`src/rtl/rg_pkg.sv`:
```
// rg_pkg: shared definitions for the RG site sequencer.
//   - Nucleotide encoding (A=00, C=01, G=10, T=11).
//   - Default probability width and required row sum.
//   - Sequencer FSM state encoding.
package rg_pkg;

  localparam logic [1:0] NUC_A = 2'b00;
  localparam logic [1:0] NUC_C = 2'b01;
  localparam logic [1:0] NUC_G = 2'b10;
  localparam logic [1:0] NUC_T = 2'b11;

  localparam int unsigned PROB_W_DEF   = 10;
  localparam int unsigned PROB_SUM_DEF = 1000;

  typedef enum logic [2:0] {
    IDLE   = 3'd0,
    CHECK  = 3'd1,
    RD     = 3'd2,
    LOOKUP = 3'd3,
    WAIT   = 3'd4,
    WR     = 3'd5,
    DONE   = 3'd6
  } state_e;

endpackage

```
`src/rtl/rg_prob_matrix.sv`:
```
// rg_prob_matrix: 4x4 substitution-probability register file.
//   Row = parent nucleotide, column = child nucleotide.
//   Ports:
//     clk_i, reset_i   clock, synchronous active-high reset (loads identity)
//     idle_i           writes are accepted only while the sequencer is idle
//     we_i             entry write strobe
//     wr_row_i/col_i   entry coordinates
//     wr_data_i        entry value
//     rd_row_i         row selected for the read mux
//     rd_row_o         the four entries of the selected row, column 0 first
//     row_sum_ok_o     1 when every row sums exactly to PROB_SUM
module rg_prob_matrix
  import rg_pkg::*;
#(
  parameter int unsigned PROB_W   = PROB_W_DEF,
  parameter int unsigned PROB_SUM = PROB_SUM_DEF
) (
  input  logic                   clk_i,
  input  logic                   reset_i,
  input  logic                   idle_i,
  input  logic                   we_i,
  input  logic [1:0]             wr_row_i,
  input  logic [1:0]             wr_col_i,
  input  logic [PROB_W-1:0]      wr_data_i,
  input  logic [1:0]             rd_row_i,
  output logic [3:0][PROB_W-1:0] rd_row_o,
  output logic                   row_sum_ok_o
);

  // Sums are two bits wider than an entry so four maximal entries never wrap.
  localparam int unsigned SUM_W = PROB_W + 2;

  logic [3:0][3:0][PROB_W-1:0] mat_q;
  logic [3:0][SUM_W-1:0]       row_sum_s;
  logic [3:0]                  row_ok_s;

  // Matrix storage: identity on reset, single-entry write while idle.
  always_ff @(posedge clk_i) begin
    if (reset_i) begin
      for (int r = 0; r < 4; r++) begin
        for (int c = 0; c < 4; c++) begin
          mat_q[r][c] <= (r == c) ? PROB_W'(PROB_SUM) : {PROB_W{1'b0}};
        end
      end
    end else if (idle_i && we_i) begin
      mat_q[wr_row_i][wr_col_i] <= wr_data_i;
    end
  end

  // Full-width row sums and per-row validity.
  always_comb begin
    for (int r = 0; r < 4; r++) begin
      row_sum_s[r] = SUM_W'(mat_q[r][0]) + SUM_W'(mat_q[r][1])
                   + SUM_W'(mat_q[r][2]) + SUM_W'(mat_q[r][3]);
      row_ok_s[r]  = (row_sum_s[r] == SUM_W'(PROB_SUM));
    end
  end

  assign row_sum_ok_o = &row_ok_s;
  assign rd_row_o     = mat_q[rd_row_i];

endmodule

```
`src/rtl/rg_site_sequencer.sv`:
```
// rg_site_sequencer: walks N sites of a parent sequence, drives the RG
// sampler with the parent's substitution row and writes RG's pick to the
// child memory.
//   Ports:
//     clk, reset                 clock, synchronous active-high reset
//     cfg_we/row/col/data        matrix entry write (honoured in IDLE only)
//     start, seq_len             begin a run of seq_len sites (IDLE only)
//     busy, done, cfg_err        run status; cfg_err sticky until next start
//     par_rd_en, par_addr        parent memory read (data one cycle later)
//     par_rdata                  parent nucleotide
//     prob_A/C/G/T               probability row presented to RG
//     rg_result                  RG sample, valid RG_LAT edges after prob
//     child_we/addr/wdata        child memory write
module rg_site_sequencer
  import rg_pkg::*;
#(
  parameter int unsigned ADDR_W   = 10,
  parameter int unsigned PROB_W   = PROB_W_DEF,
  parameter int unsigned PROB_SUM = PROB_SUM_DEF,
  parameter int unsigned RG_LAT   = 1
) (
  input  logic              clk,
  input  logic              reset,
  input  logic              cfg_we,
  input  logic [1:0]        cfg_row,
  input  logic [1:0]        cfg_col,
  input  logic [PROB_W-1:0] cfg_data,
  input  logic              start,
  input  logic [ADDR_W-1:0] seq_len,
  output logic              busy,
  output logic              done,
  output logic              cfg_err,
  output logic              par_rd_en,
  output logic [ADDR_W-1:0] par_addr,
  input  logic [1:0]        par_rdata,
  output logic [PROB_W-1:0] prob_A,
  output logic [PROB_W-1:0] prob_C,
  output logic [PROB_W-1:0] prob_G,
  output logic [PROB_W-1:0] prob_T,
  input  logic [1:0]        rg_result,
  output logic              child_we,
  output logic [ADDR_W-1:0] child_addr,
  output logic [1:0]        child_wdata
);

  localparam int unsigned WCNT_W = (RG_LAT > 1) ? $clog2(RG_LAT) : 1;

  state_e                  state_q;
  logic [ADDR_W-1:0]       idx_q;
  logic [ADDR_W-1:0]       len_q;
  logic [WCNT_W-1:0]       wait_q;
  logic                    abort_q;
  logic                    busy_q;
  logic                    done_q;
  logic                    cfg_err_q;
  logic                    par_rd_en_q;
  logic [ADDR_W-1:0]       par_addr_q;
  logic [3:0][PROB_W-1:0]  prob_q;
  logic                    child_we_q;
  logic [ADDR_W-1:0]       child_addr_q;
  logic [1:0]              wdata_hold_q;

  logic [3:0][PROB_W-1:0]  row_s;
  logic                    row_sum_ok_s;

  rg_prob_matrix #(
    .PROB_W   (PROB_W),
    .PROB_SUM (PROB_SUM)
  ) u_matrix (
    .clk_i        (clk),
    .reset_i      (reset),
    .idle_i       (state_q == IDLE),
    .we_i         (cfg_we),
    .wr_row_i     (cfg_row),
    .wr_col_i     (cfg_col),
    .wr_data_i    (cfg_data),
    .rd_row_i     (par_rdata),
    .rd_row_o     (row_s),
    .row_sum_ok_o (row_sum_ok_s)
  );

  // Sequencer FSM with all status/memory/RG outputs registered.
  always_ff @(posedge clk) begin
    if (reset) begin
      state_q      <= IDLE;
      idx_q        <= {ADDR_W{1'b0}};
      len_q        <= {ADDR_W{1'b0}};
      wait_q       <= {WCNT_W{1'b0}};
      abort_q      <= 1'b0;
      busy_q       <= 1'b0;
      done_q       <= 1'b0;
      cfg_err_q    <= 1'b0;
      par_rd_en_q  <= 1'b0;
      par_addr_q   <= {ADDR_W{1'b0}};
      prob_q       <= '0;
      child_we_q   <= 1'b0;
      child_addr_q <= {ADDR_W{1'b0}};
      wdata_hold_q <= 2'b00;
    end else begin
      // Strobes are single-cycle unless a state re-asserts them.
      par_rd_en_q <= 1'b0;
      child_we_q  <= 1'b0;
      done_q      <= 1'b0;
      case (state_q)
        IDLE: begin
          if (start) begin
            len_q     <= seq_len;
            idx_q     <= {ADDR_W{1'b0}};
            abort_q   <= 1'b0;
            cfg_err_q <= 1'b0;
            busy_q    <= 1'b1;
            state_q   <= CHECK;
          end
        end
        CHECK: begin
          // An aborted run lingers one extra cycle here so cfg_err is
          // already settled for a full cycle before the done pulse.
          if (abort_q) begin
            done_q  <= 1'b1;
            state_q <= DONE;
          end else if (!row_sum_ok_s) begin
            cfg_err_q <= 1'b1;
            abort_q   <= 1'b1;
          end else if (len_q == {ADDR_W{1'b0}}) begin
            abort_q <= 1'b1;
          end else begin
            par_rd_en_q <= 1'b1;
            par_addr_q  <= idx_q;
            state_q     <= RD;
          end
        end
        RD: begin
          state_q <= LOOKUP;
        end
        LOOKUP: begin
          prob_q[0] <= row_s[NUC_A];
          prob_q[1] <= row_s[NUC_C];
          prob_q[2] <= row_s[NUC_G];
          prob_q[3] <= row_s[NUC_T];
          wait_q    <= {WCNT_W{1'b0}};
          state_q   <= WAIT;
        end
        WAIT: begin
          if (wait_q == WCNT_W'(RG_LAT - 1)) begin
            child_we_q   <= 1'b1;
            child_addr_q <= idx_q;
            state_q      <= WR;
          end else begin
            wait_q <= wait_q + {{(WCNT_W-1){1'b0}}, 1'b1};
          end
        end
        WR: begin
          wdata_hold_q <= rg_result;
          if (idx_q == len_q - {{(ADDR_W-1){1'b0}}, 1'b1}) begin
            done_q  <= 1'b1;
            state_q <= DONE;
          end else begin
            idx_q       <= idx_q + {{(ADDR_W-1){1'b0}}, 1'b1};
            par_rd_en_q <= 1'b1;
            par_addr_q  <= idx_q + {{(ADDR_W-1){1'b0}}, 1'b1};
            state_q     <= RD;
          end
        end
        DONE: begin
          busy_q  <= 1'b0;
          state_q <= IDLE;
        end
        default: begin
          state_q <= IDLE;
        end
      endcase
    end
  end

  assign busy       = busy_q;
  assign done       = done_q;
  assign cfg_err    = cfg_err_q;
  assign par_rd_en  = par_rd_en_q;
  assign par_addr   = par_addr_q;
  assign prob_A     = prob_q[0];
  assign prob_C     = prob_q[1];
  assign prob_G     = prob_q[2];
  assign prob_T     = prob_q[3];
  assign child_we   = child_we_q;
  assign child_addr = child_addr_q;
  // RG's result only becomes valid inside the WR cycle, so it is passed
  // through during WR and held from a register afterwards.
  assign child_wdata = child_we_q ? rg_result : wdata_hold_q;

endmodule

```
`config.mk`:
```
export PLATFORM = sky130hd
export DESIGN_NAME = rg_site_sequencer
export DESIGN_NICKNAME = d
export VERILOG_FILES = /design/src/rtl/rg_pkg.sv /design/src/rtl/rg_prob_matrix.sv /design/src/rtl/rg_site_sequencer.sv
export SDC_FILE = /design/constraint.sdc
export NUM_CORES = 1
export LEC_CHECK = 0
export BUFFER_PORTS_ARGS = -buffer_cell sky130_fd_sc_hd__buf_2
export CORE_MARGIN = 2
export CORE_UTILIZATION = 55
export CTS_CLUSTER_DIAMETER = 40
export DETAILED_ROUTE_END_ITERATION = 10
export PLACE_DENSITY = 0.7
export SLEW_MARGIN = 20
export SYNTH_ARGS = -nofsm -noshare
export SYNTH_HDL_FRONTEND = slang
export SYNTH_SLANG_ARGS = --single-unit
```
`constraint.sdc`:
```
create_clock -name clk -period 6.3 [get_ports clk]
set_input_delay 1.89 -clock clk [delete_from_list [all_inputs] [get_ports clk]]
set_output_delay 1.89 -clock clk [all_outputs]
set_load 0.03 [all_outputs]
```
# Word-level counts from Yosys, hierarchy flattened
# Cells that the tools add are included.
[totals] input_bits=32 register_bits=252
[classes] add_sub_neg=15 n_bitwise=2 muxes=43 eq_ne=20 magnitude_cmp=5 n_reduce_logical=20
[op_table] cell="$bwmux W160" count=1
[op_table] cell="$add A12 B10 Y12" count=8
[op_table] cell="$bmux W40 S2" count=1
[op_table] cell="$demux W40 S2" count=1
[op_table] cell="$mux W40" count=2
[op_table] cell="$mux W10" count=6
[op_table] cell="$eq A12 B10 Y1 const B" count=4
[op_table] cell="$add A10 B10 Y11" count=4
[op_table] cell="$pmux W10 S2" count=2
[op_table] cell="$demux W10 S2" count=1
[op_table] cell="$mux W3" count=6
[op_table] cell="$pmux W3 S6" count=1
[op_table] cell="$mux W1" count=15
[op_table] cell="$ne A2 B2 Y1 const B" count=7
[op_table] cell="$pmux W1 S2" count=6
[op_table] cell="$reduce_and A4 Y1" count=3
[op_table] cell="$add A10 B1 Y10 const B" count=1
[op_table] cell="$eq A10 B10 Y1" count=1
[op_table] cell="$logic_not A10 Y1" count=1
[op_table] cell="$reduce_bool A2 Y1" count=5
[op_table] cell="$sub A10 B1 Y10 const B" count=1
[op_table] cell="$eq A3 B3 Y1 const B" count=3
[op_table] cell="$lt A2 B3 Y1 const B" count=3
[op_table] cell="$reduce_and A2 Y1" count=4
[op_table] cell="12 further kinds" count=18

# Logic depth before layout (Yosys ltp)
[logic_depth] word_depth=8 mapped_depth=26

# By module
# Synthesis repeated with hierarchy kept, for this count alone.
[unflattened] cells_unflattened=1602 hier_area_um2=14712.9
[by_module_without_submodules] module="rg_prob_matrix" n_inst=1 area_each_um2=10642.7 cells_per_inst=1086
[by_module_without_submodules] module="rg_site_sequencer" n_inst=1 area_each_um2=4070.2 cells_per_inst=516

# Worst setup path before layout
# OpenSTA, ideal clock, no wires.
[synth_timing] kind="register to register" startpoint="register u_matrix.mat_q[0] (netlist bit)" endpoint="register par_addr_q[1] (netlist: par_addr[1])" t_arrival_ns=4.552 slack_ns=1.675 setup_ns=0.073 period_less_slack_ns=4.625 stages_incl_launch_ff=26 cell_sequence="dfxtp_1 -> ha_1 -> inv_1 -> fa_1 -> nor2b_1 -> o21ai_0 -> a21oi_1 -> o21ai_0 -> nand2b_1 -> a21oi_1 -> o21bai_1 -> xnor2_1 -> fa_1 -> inv_1 -> ha_1 -> a21oi_1 -> nand3_1 -> o21ai_0 -> nand3_1 -> nand4bb_4 -> or4_1 -> and4bb_1 -> buf_6 -> buf_12 -> nor3_1 -> nor3b_2"
[synth_between] elab_chain_len=7
[synth_lines] element="start: declaration" line_no="rg_prob_matrix.sv:33" source="logic [3:0][3:0][PROB_W-1:0] mat_q;"
[synth_lines] element="start signal: indexed assignment" line_no="rg_prob_matrix.sv:42" source="mat_q[r][c] <= (r == c) ? PROB_W'(PROB_SUM) : {PROB_W{1'b0}};"
[synth_lines] element="start signal: indexed assignment" line_no="rg_prob_matrix.sv:46" source="mat_q[wr_row_i][wr_col_i] <= wr_data_i;"
[synth_lines] element="$add A10 B10 Y11" line_no="rg_prob_matrix.sv:53" source="row_sum_s[r] = SUM_W'(mat_q[r][0]) + SUM_W'(mat_q[r][1])"
[synth_lines] element="$add A12 B10 Y12 (2 in series)" line_no="rg_prob_matrix.sv:54" source="+ SUM_W'(mat_q[r][2]) + SUM_W'(mat_q[r][3]);"
[synth_lines] element="$eq A12 B10 Y1" line_no="rg_prob_matrix.sv:55" source="row_ok_s[r] = (row_sum_s[r] == SUM_W'(PROB_SUM));"
[synth_lines] element="$reduce_and A4 Y1" line_no="rg_prob_matrix.sv:59" source="assign row_sum_ok_o = &row_ok_s;"
[synth_lines] element="$ne A2 B2 Y1 (no source line)"
[synth_lines] element="$reduce_and A5 Y1 (no source line)"
[synth_lines] element="end signal: assignment" line_no="rg_site_sequencer.sv:94" source="par_addr_q <= {ADDR_W{1'b0}};"
[synth_lines] element="end signal: assignment" line_no="rg_site_sequencer.sv:128" source="par_addr_q <= idx_q;"
[synth_lines] element="end signal: assignment" line_no="rg_site_sequencer.sv:160" source="par_addr_q <= idx_q + {{(ADDR_W-1){1'b0}}, 1'b1};"
[synth_lines] element="end: declaration" line_no="rg_site_sequencer.sv:57" source="logic [ADDR_W-1:0] par_addr_q;"
# Every way passes these cells.
# A chain may end at the register's enable or synchronous reset.

# Final worst setup path
[layout_timing] startpoint="register u_matrix.mat_q[51] (netlist bit)" endpoint="register par_addr_q[6] (netlist: par_addr[6])"
# The elaborated chain is that of the path after synthesis.

==> flow_summary.toml <==
[power_and_ir_drop]
p_total_uw = 4220
p_leak_uw = 0.00775
powerDensity_nw_per_um2 = 245
irDropWorstVdd_mv = 0.188

[run_status]
status = "finished, final reports clean"

[clocking]
root_buffer = "clkbuf_16"
cts_sinks = 251
cts_buffers = 36
clockBufferDepth = 3
cts_setup_buffers = 0
cts.htree.levels = 2
ctsHoldBuffers = 0
clock_latency_ns = 0.53
cts.clk_slew.worst_paths_ns = 0.05
cts_resized = 0
tritoncts = "yes"

[sta]
min_period_ns = 5.92
finalHoldViolCount = 0
period_share = 0.940
fin_tns_setup_ns = 0
rsz0062_at_grt = "no"
slew_viol_final = 0
fmax_mhz = 169
clock_skew_ns = 0.0206
setup_viol = 0
relSlewSlack = 0.204
worstMarginPinSlew_ns = 1.18

[finish]
drive_gt1_frac = 0.128
mostFrequentLayoutCell = "dfxtp_1"
fin_util = 0.624
area_delta_synth_final_pct = 12.2
diodes = 0
nFillCells = 2450
final_net_count = 1988
final_cell_mix = "dfxtp_1, nand2_1, inv_1, nor2_1, a21oi_1"

[setup_path]
crit_arrival_ns = 6.36
worstSetupPathType = "reg2reg"
cp-end-kind = "flip-flop"
r2r_start = "u_matrix.mat_q[51]$_SDFFE_PP0P_"
reg2reg_to = "par_addr[6]$_SDFFE_PP0P_"
worstPathMaxFanout = 18
crit_path_start_kind = "flip-flop"
worstPathRequired_ns = 6.74
worstRegToRegCells = 23
reg2reg_setup_slack_ns = 0.38

[logic_synthesis]
synth_edf_count = 0
yosysUniqueCellTypes = 73
syn_area_um2 = 15400
avgSynthCellArea_um2 = 8.69
synth_flop_cell = "dfxtp_1"
synthCells = 1768
seq_area_frac_synth = 0.327
async_flop_share = 0
synth-seq-cells = 251
ys_warn_count = 0
synthesis.nets = 1932

[place]
gp_congestion = 1.04
io_buffers = 98
hpwl_um = 33200

[routing]
via_per_inst = 5.71
drt_iter0_markers = 1110
antenna_left = 0
wl_per_cell_um = 19.9
post-route-drc-count = 0
routed_wl_um = 44200
vias = 12700
drt_pre_antenna_iters = 5

[grt]
overflow = 0
grt_pass1_vias = 12200
antenna_found_initial = 0
grt_use_total = 0.304
grt_pass1_wl_um = 68400
grt_max_degree = 120

[die]
start_util = 0.556
core_um2 = 27600
io_pins = 99
rows = 61
die_x_um = 171
die-height_um = 171
dieArea_um2 = 29300

[worst_hold_path]
min_path_cells = 2
min_to = "child_addr[1]$_SDFFE_PP0P_"
min_path_type = "reg2reg"
min_from = "child_addr[1]$_SDFFE_PP0P_"

[run]
maxCapViolCount = 0
==> report_power, final <==
| group | internal (uW) | switching, uW |
|---|---|---|
| Sequential | 1620 | 36.9 |
| Combinational | 214 | 338 |
| Clock | 1220 | 783 |
| Total | 3060 | 1160 |
==> worst max-delay path by stage <==
stage	start	endpoint	slack, ns	cells after the start
finish	u_matrix.mat_q[51]$_SDFFE_PP0P_	par_addr[6]$_SDFFE_PP0P_	0.38	23
global route	u_matrix.mat_q[41]$_SDFFE_PP0P_	par_addr[6]$_SDFFE_PP0P_	0.02	23
CTS	u_matrix.mat_q[51]$_SDFFE_PP0P_	par_addr[6]$_SDFFE_PP0P_	0.47	23
detailed placement	u_matrix.mat_q[51]$_SDFFE_PP0P_	par_addr[6]$_SDFFE_PP0P_	0.47	23
global placement	u_matrix.mat_q[40]$_SDFFE_PP0P_	par_addr[6]$_SDFFE_PP0P_	0.56	24
floorplan	u_matrix.mat_q[0]$_SDFFE_PP0P_	par_addr[1]$_SDFFE_PP0P_	1.67	25
==> metal layers <==
| layer | share of wire | global-route usage | vias up | wire, um |
|---|---|---|---|---|
| met1 | 0.43 | 0.399 | 6129 | 18900 |
| met4 | 0.035 | 0.114 | 0 | 1540 |
| met2 | 0.47 | 0.508 | 429 | 21000 |
| li1 | - | - | 6079 | - |
| met3 | 0.063 | 0.0444 | 90 | 2780 |
| met5 | 0 | 0 | - | 0 |
==> cell families (layout without fill, tap and decap cells) <==
| kind of cell | Yosys count | count (layout) | synth area share |
|---|---|---|---|
| xor gates and xnor gates | 69 | 69 | 0.0393 |
| adders and majority gates | 132 | 132 | 0.131 |
| AOI/OAI and AO/OA | 268 | 268 | 0.106 |
| DFF | 251 | 251 | 0.327 |
| and+or+nand+nor | 597 | 597 | 0.181 |
| muxes | 172 | 172 | 0.145 |
| buffers and inverters | 279 | 360 | 0.0708 |
==> synth_stat cells, types with 10 or more instances <==
cell type	n	area share
inv_1	188	0.046
buf_1	11	0.0027
mux2i_1	129	0.084
mux4_2	40	0.059
nand4_1	12	0.0049
nand3_1	26	0.0085
nor2b_1	17	0.0069
o21bai_1	13	0.0064
nand2_1	226	0.055
fa_1	48	0.063
nand3b_1	21	0.010
nor3_1	31	0.010
clkbuf_1	72	0.018
nand2b_1	15	0.0061
xnor2_1	44	0.025
nor2_1	183	0.045
and3_1	10	0.0041
a21oi_1	138	0.045
dfxtp_1	251	0.33
ha_1	84	0.068
nor4_1	13	0.0053
xor2_1	25	0.014
o21ai_0	35	0.011
==> state kept, by name, indices dropped and copies added, names as in the netlist <==
register	cells
prob_T	10
busy	1
done	1
wdata_hold_q	2
par_rd_en	1
u_matrix.mat_q	160
abort_q	1
cfg_err	1
idx_q	10
state_q	3
prob_G	10
prob_C	10
len_q	10
par_addr	10
child_we	1
child_addr	10
prob_A	10
==> through the flow <==
step	instances	hold WS (ns)	worst slack (ns)	area, um^2
4_1_cts	2227	0.452	0.465	17200
3_5_place_dp	2164	0.444	0.473	16000
2_1_floorplan	1768	0.434	1.67	15400
5_1_grt	2227	0.474	0.0234	17200
3_3_place_gp	2164	0.440	0.562	16000
6_report	2227	0.452	0.379	17200
==> area by class of cell <==
class                      instances  area (um^2)  area share
clock buffer                      39          943      0.0547
multi-input combinational       1238         9260       0.537
inverter                         188          706      0.0409
clock inverter                    24          249      0.0144
sequential                       251         5020       0.292
tap                              378          473      0.0274
timing repair buffer             109          579      0.0336
==> critical path, stage by stage (launching register included) <==
cell and delay, ns:
dfxtp_1 0.42, ha_1 0.27, a21o_1 0.18, a21oi_1 0.21
o21ai_0 0.14, a21oi_1 0.27, o21bai_1 0.13, a21oi_1 0.24
o21bai_1 0.10, a21oi_1 0.22, xor2_1 0.14, fa_1 0.49
inv_1 0.05, ha_1 0.27, a222oi_1 0.41, nand3_1 0.12
nor2_1 0.12, and3_1 0.17, nand4_1 0.09, or4_1 0.59
and4bb_1 0.79, buf_4 0.23, nor3_1 0.05, nor3_2 0.15
No activity file was read; power rests on OpenSTA's default activity.
